<file path="src/rtl/pipe_stage_reg.sv">
// Pipeline-stage register with valid/ready handshake, optional skid entry,
// synchronous flush to a bubble, and a saturating stall-cycle counter.
module pipe_stage_reg #(
    parameter int unsigned       WIDTH     = 32,
    parameter logic [WIDTH-1:0]  NOP_VALUE = {WIDTH{1'b0}},
    parameter int unsigned       SKID      = 1
) (
    input  logic             clk,
    input  logic             rst,
    input  logic             flush,
    input  logic             in_valid,
    output logic             in_ready,
    input  logic [WIDTH-1:0] in_data,
    output logic             out_valid,
    input  logic             out_ready,
    output logic [WIDTH-1:0] out_data,
    output logic [15:0]      stall_cnt,
    output logic [1:0]       dbg_state_o
);

    // Handshake: a beat transfers on a rising edge where valid and ready are
    // both 1; valid never depends on ready, and out_valid/out_data are registered.
    typedef enum logic [1:0] {
        ST_EMPTY = 2'd0,
        ST_FULL  = 2'd1,
        ST_SKID  = 2'd2
    } state_e;

    state_e             state_q, state_d;
    logic [WIDTH-1:0]   main_q, main_d;
    logic [WIDTH-1:0]   skid_q, skid_d;
    logic [15:0]        stall_q;
    logic               in_fire;
    logic               out_fire;

    assign out_valid   = (state_q != ST_EMPTY);
    assign out_data    = main_q;
    assign stall_cnt   = stall_q;
    assign dbg_state_o = state_q;
    assign in_fire     = in_valid & in_ready;
    assign out_fire    = out_valid & out_ready;

    // With a skid entry, FULL can always absorb one more beat, so in_ready
    // depends on state only; without it, FULL accepts only while draining.
    always_comb begin
        in_ready = 1'b1;
        case (state_q)
            ST_EMPTY: in_ready = 1'b1;
            ST_FULL:  in_ready = (SKID != 0) ? 1'b1 : out_ready;
            ST_SKID:  in_ready = 1'b0;
            default:  in_ready = 1'b1;
        endcase
    end

    always_comb begin
        state_d = state_q;
        main_d  = main_q;
        skid_d  = skid_q;
        case (state_q)
            ST_EMPTY: begin
                if (in_fire) begin
                    main_d  = in_data;
                    state_d = ST_FULL;
                end
            end
            ST_FULL: begin
                if (out_fire && in_fire) begin
                    main_d = in_data;
                end else if (out_fire) begin
                    main_d  = NOP_VALUE;
                    state_d = ST_EMPTY;
                end else if (in_fire && (SKID != 0)) begin
                    skid_d  = in_data;
                    state_d = ST_SKID;
                end
            end
            ST_SKID: begin
                if (out_fire) begin
                    main_d  = skid_q;
                    state_d = ST_FULL;
                end
            end
            default: begin
                main_d  = NOP_VALUE;
                state_d = ST_EMPTY;
            end
        endcase
        // Flush wins over every transfer; the skid contents become unreachable.
        if (flush) begin
            main_d  = NOP_VALUE;
            state_d = ST_EMPTY;
        end
    end

    always_ff @(posedge clk) begin
        if (rst) begin
            state_q <= ST_EMPTY;
            main_q  <= NOP_VALUE;
            skid_q  <= NOP_VALUE;
            stall_q <= 16'd0;
        end else begin
            state_q <= state_d;
            main_q  <= main_d;
            skid_q  <= skid_d;
            if (out_valid && !out_ready && (stall_q != 16'hFFFF)) begin
                stall_q <= stall_q + 16'd1;
            end
        end
    end

`ifndef SYNTHESIS
    a_bubble_is_nop: assert property (@(posedge clk) disable iff (rst)
        !out_valid |-> (out_data == NOP_VALUE));
    a_skid_reachable: assert property (@(posedge clk) disable iff (rst)
        (SKID == 0) |-> (state_q != ST_SKID));
`endif

endmodule

</file>
<file path="config.mk">
export PLATFORM = sky130hd
export DESIGN_NAME = pipe_stage_reg
export DESIGN_NICKNAME = d
export VERILOG_FILES = /design/src/rtl/pipe_stage_reg.sv
export SDC_FILE = /design/constraint.sdc
export NUM_CORES = 1
export LEC_CHECK = 0
export ABC_CLOCK_PERIOD_IN_PS = 2100
export CORE_UTILIZATION = 51
export CTS_BUF_LIST = sky130_fd_sc_hd__clkbuf_2
export CTS_CLUSTER_SIZE = 20
export DETAILED_ROUTE_END_ITERATION = 12
export GPL_TIMING_DRIVEN = 1
export PLACE_DENSITY = 0.81
export SETUP_SLACK_MARGIN = 0.4
export SYNTH_ARGS = -nofsm -noshare
export SYNTH_HDL_FRONTEND = slang
export SYNTH_SLANG_ARGS = --single-unit
</file>
<file path="constraint.sdc">
create_clock -name clk -period 2.1 [get_ports clk]
set_input_delay 0.42 -clock clk [delete_from_list [all_inputs] [get_ports clk]]
set_output_delay 0.42 -clock clk [all_outputs]
set_load 0.005 [all_outputs]
</file>
==> run summary <==
================================================================================
Outcome ........................................................... finished, final reports clean
Flip-flop and latch count after synthesis .........................           82
Remaining Overflow, GRT ...........................................            0
Layer carrying the most global-route usage ........................         met2
Synth warn ........................................................            0
Max-cap viol count ................................................            0
Number of antenna violations at the first check in global routing .            0
Reg area ..........................................................     1740 um2
Final Hold Slack ..................................................     0.454 ns
Clock tree from TritonCTS .........................................         done
Number of buffers created by CTS ..................................            9
Global-route usage over all layers ................................        29.5%
Maximum clock frequency ...........................................    0.532 GHz
Global placement routability congestion ...........................        0.795
Met1 usage in global routing ......................................        37.4%
Number of levels the H-tree was split into ........................            3
Synthesis-to-finish area growth ...................................        45.0%
Worst hold path endpoint ..........................................   skid_q[19]
Clock Path Buffers ................................................            2
Number of instances on the worst hold path ........................            3
Number of antenna cells inserted ..................................            0
Primary flip-flop cell chosen by synthesis mapping ................ sky130_fd_sc_hd__dfxtp_1
Final-stage net count .............................................          628
Number of synthesized flops with an enable pin ....................            0
Worst-Margin Slew .................................................     0.731 ns
DP Area ...........................................................     4730 um2
Fraction of the cycle the final worst path needs ..................        89.5%
Placeable core region .............................................     6910 um2
Reg-to-reg critical path startpoint ............................... stall_cnt[14]
Via total after detailed routing ..................................         4063
Effective utilization at floorplan ................................        53.6%
Number of hold-slack violations in the final timing report ........            0
Share of post-route cells with drive strength above 1 .............        25.9%
Syn Nets ..........................................................          505
Number of iterations in the first detailed-routing pass ...........            5
Data arrival time at the worst-slack endpoint .....................      2.31 ns
Routed wire length ................................................     12300 um
Cell Pwr Density ..................................................   571 nW/um2
Asr flop ratio synth ..............................................           0%
Distinct cells, synth .............................................           40
Clock root buffer master .......................................... sky130_fd_sc_hd__clkbuf_2
Pin count of the biggest net entering global routing ..............           52
Worst R2R Setup Slack .............................................      0.22 ns
Cells after DPL ...................................................          633
Synth Area per Inst ...............................................     7.93 um2
Clock transition at path regs .....................................      0.23 ns
Post-synthesis sequential area ratio ..............................        44.3%
I/O pin cnt .......................................................           89
Avg WL per Cell ...................................................      17.8 um
Maximum resistive drop on vdd .....................................     0.285 mV
Depth of the worst register-to-register path ......................            6
1st-iter DRT viols ................................................          282
Synthesized netlist cell count ....................................          467
Worst min path class ..............................................    in -> reg
Filler Cells Inserted .............................................          480
Final setup violation count .......................................            0
Final cell area excluding filler cells ............................     5370 um2
Chip Height .......................................................      87.2 um
ANT nets after route ..............................................            0
CP Data Required Time .............................................      2.53 ns
Total area of multi-input combinational cells .....................     1810 um2
Vias in the first global route ....................................         3734
Final setup TNS ...................................................         0 ns
Latest clock arrival within the worst-skew pair ...................      0.51 ns
Synth Cell Area ...................................................     3700 um2
Type of the worst setup path ......................................   reg -> reg
GR met2 Demand/Resource ...........................................        49.0%
Detailed-route vias per instance ..................................         5.88
Max-slew headroom at the worst pin ................................        51.3%
DRC violations left ...............................................            0
Post-layout min period ............................................      1.88 ns
Count of hold-fix buffers inserted at cts .........................            0
Global-route wire length before repair ............................     17700 um
Maximum net fanout on the critical path ...........................            5
Chip Width ........................................................      87.2 um
Fin Clk Skew ......................................................    0.0273 ns
Routing usage on met3 .............................................        4.93%
Start point of the worst hold path ................................  in_data[19]
Unrepaired setup endpoints after global routing ...................         true
Final std cells w/o fill ..........................................          691
Leak pwr ..........................................................   0.00223 uW
Max-slew violations ...............................................            0
Clock sinks .......................................................           82
Type of element capturing the critical path .......................    flip-flop
Die area ..........................................................     7610 um2
HPWL reported at the end of detailed placement ....................      6130 um
Number of port buffers ............................................           88
Critical path startpoint category .................................    flip-flop
Number of placement rows ..........................................           30
FF-to-FF End ...................................................... stall_cnt[5]
================================================================================
[cell type report]
type | count | area share [%]
tap | 96 | 2.24
timing repair buffer | 146 | 24.2
clock buffer | 11 | 1.03
sequential | 82 | 32.3
inverter | 65 | 4.54
clock inverter | 5 | 1.91
multi-input combinational | 286 | 33.7
[power breakdown]
part	internal (uW)	leakage, uW	switching [uW]
Clock	521	0.0000921	560
Sequential	1580	0.000691	20.0
Combinational	192	0.00145	194
[cells in the mapped netlist (2+ instances only)]
cell type	instances	area, um2
sky130_fd_sc_hd__dfxtp_1	82	1640
sky130_fd_sc_hd__nand2_1	71	267
sky130_fd_sc_hd__inv_1	65	244
sky130_fd_sc_hd__a21oi_1	44	220
sky130_fd_sc_hd__nor2_1	41	154
sky130_fd_sc_hd__a22oi_1	32	240
sky130_fd_sc_hd__o32ai_1	32	280
sky130_fd_sc_hd__clkbuf_1	24	90.1
sky130_fd_sc_hd__buf_2	9	45.0
sky130_fd_sc_hd__o31ai_1	7	52.6
sky130_fd_sc_hd__or4_1	7	52.6
sky130_fd_sc_hd__nand3_1	4	20.0
sky130_fd_sc_hd__o21ai_1	4	20.0
sky130_fd_sc_hd__or3_1	4	25.0
sky130_fd_sc_hd__and3_1	3	18.8
sky130_fd_sc_hd__buf_4	3	22.5
sky130_fd_sc_hd__mux2_1	3	33.8
sky130_fd_sc_hd__nor2b_1	3	18.8
sky130_fd_sc_hd__nand2b_1	2	12.5
sky130_fd_sc_hd__nand3b_1	2	15.0
sky130_fd_sc_hd__nand4_1	2	12.5
sky130_fd_sc_hd__nand4_2	2	25.0
sky130_fd_sc_hd__nor4_1	2	12.5
sky130_fd_sc_hd__o21ai_0	2	10.0
sky130_fd_sc_hd__or2_2	2	12.5
[worst max-delay path by stage]
stage | from | endpoint | slack, ns | cells after the start
floorplan | stall_cnt[0] | stall_cnt[7] | 0.42 | 6
global placement | out_ready | out_data[23] | 0.006 | 5
detailed placement | out_ready | out_data[3] | -0.08 | 5
CTS | dbg_state_o[1] | in_ready | 0.32 | 3
global route | stall_cnt[13] | stall_cnt[5] | 0.22 | 6
finish | stall_cnt[14] | stall_cnt[5] | 0.22 | 6
[cells by family (layout without fill, tap and decap cells)]
group / count (synthesis) / count (layout) / share of synthesized area [%]
XOR/XNOR: 2 / 2 / 0.473
flip-flops: 82 / 82 / 44.3
AND/OR/NAND/NOR: 150 / 152 / 18.7
multiplexers: 5 / 6 / 1.49
adder cells (fa/ha/maj): 1 / 1 / 0.338
buffers and inverters: 102 / 227 / 11.1
AO/OA/AOI/OAI: 125 / 125 / 23.5
[per-layer routing]
| metal | vias up | part of all wire, % |
|---|---|---|
| li1 | 1852 | - |
| met1 | 1919 | 41 |
| met2 | 234 | 48 |
| met3 | 58 | 7.2 |
| met4 | 0 | 3.8 |
| met5 | - | 0 |
[cells in the final DEF, fill, tap and decap left out, types with 2 or more instances in the layout]
| master | n |
|---|---|
| sky130_fd_sc_hd__nand2_1 | 71 |
| sky130_fd_sc_hd__inv_1 | 65 |
| sky130_fd_sc_hd__dlygate4sd2_1 | 48 |
| sky130_fd_sc_hd__buf_4 | 47 |
| sky130_fd_sc_hd__a21oi_1 | 42 |
| sky130_fd_sc_hd__nor2_1 | 41 |
| sky130_fd_sc_hd__dfxtp_2 | 37 |
| sky130_fd_sc_hd__clkdlybuf4s50_1 | 35 |
| sky130_fd_sc_hd__o32ai_1 | 32 |
| sky130_fd_sc_hd__a22oi_1 | 32 |
| sky130_fd_sc_hd__dfxtp_1 | 32 |
| sky130_fd_sc_hd__clkbuf_2 | 13 |
| sky130_fd_sc_hd__dfxtp_4 | 13 |
| sky130_fd_sc_hd__buf_6 | 10 |
| sky130_fd_sc_hd__o31ai_1 | 6 |
| sky130_fd_sc_hd__or4_1 | 5 |
| sky130_fd_sc_hd__nand3_1 | 4 |
| sky130_fd_sc_hd__or3_1 | 4 |
| sky130_fd_sc_hd__o21ai_1 | 3 |
| sky130_fd_sc_hd__nor2b_1 | 3 |
| sky130_fd_sc_hd__mux2_1 | 3 |
| sky130_fd_sc_hd__bufinv_16 | 3 |
| sky130_fd_sc_hd__and3_1 | 2 |
| sky130_fd_sc_hd__nand3b_1 | 2 |
| sky130_fd_sc_hd__nand4_4 | 2 |
| sky130_fd_sc_hd__nand4_1 | 2 |
| sky130_fd_sc_hd__or4_4 | 2 |
| sky130_fd_sc_hd__a21oi_2 | 2 |
| sky130_fd_sc_hd__and4bb_4 | 2 |
| sky130_fd_sc_hd__o21ai_0 | 2 |
| sky130_fd_sc_hd__buf_12 | 2 |
[critical path, stage by stage, from the launching register on]
cell and delay, ns:
sky130_fd_sc_hd__dfxtp_2 0.39, sky130_fd_sc_hd__buf_4 0.15, sky130_fd_sc_hd__nand4_1 0.13, sky130_fd_sc_hd__buf_4 0.16, sky130_fd_sc_hd__and4bb_4 0.23, sky130_fd_sc_hd__or4_1 0.50
sky130_fd_sc_hd__a21oi_1 0.25
[what timing repair did]
item / CTS / global route
gates cloned: 2 / 1
setup buffers: 27 / 12
setup endpoints to repair: 93 / 22
resized for setup: 124 / 27
pin swaps: 1 / 11
hold endpoints to repair: 0 / 0
[stage by stage]
stage / total power (uW) / setup slack (ns) / utilization (%)
after floorplan: 1820 / 0.417 / -
after global placement: 2000 / 0.00645 / 68.5
after detailed placement: 2010 / -0.0796 / 68.5
after CTS: 3040 / 0.315 / 74.8
after global routing: 3170 / 0.222 / 77.8
final: 3070 / 0.222 / 77.8
[flip-flops by register name, summed over array words and instances, names as in the netlist]
signal,cells
dbg_state_o,2
out_data,32
skid_q,32
stall_cnt,16
No activity file was read; power rests on OpenSTA's default activity.
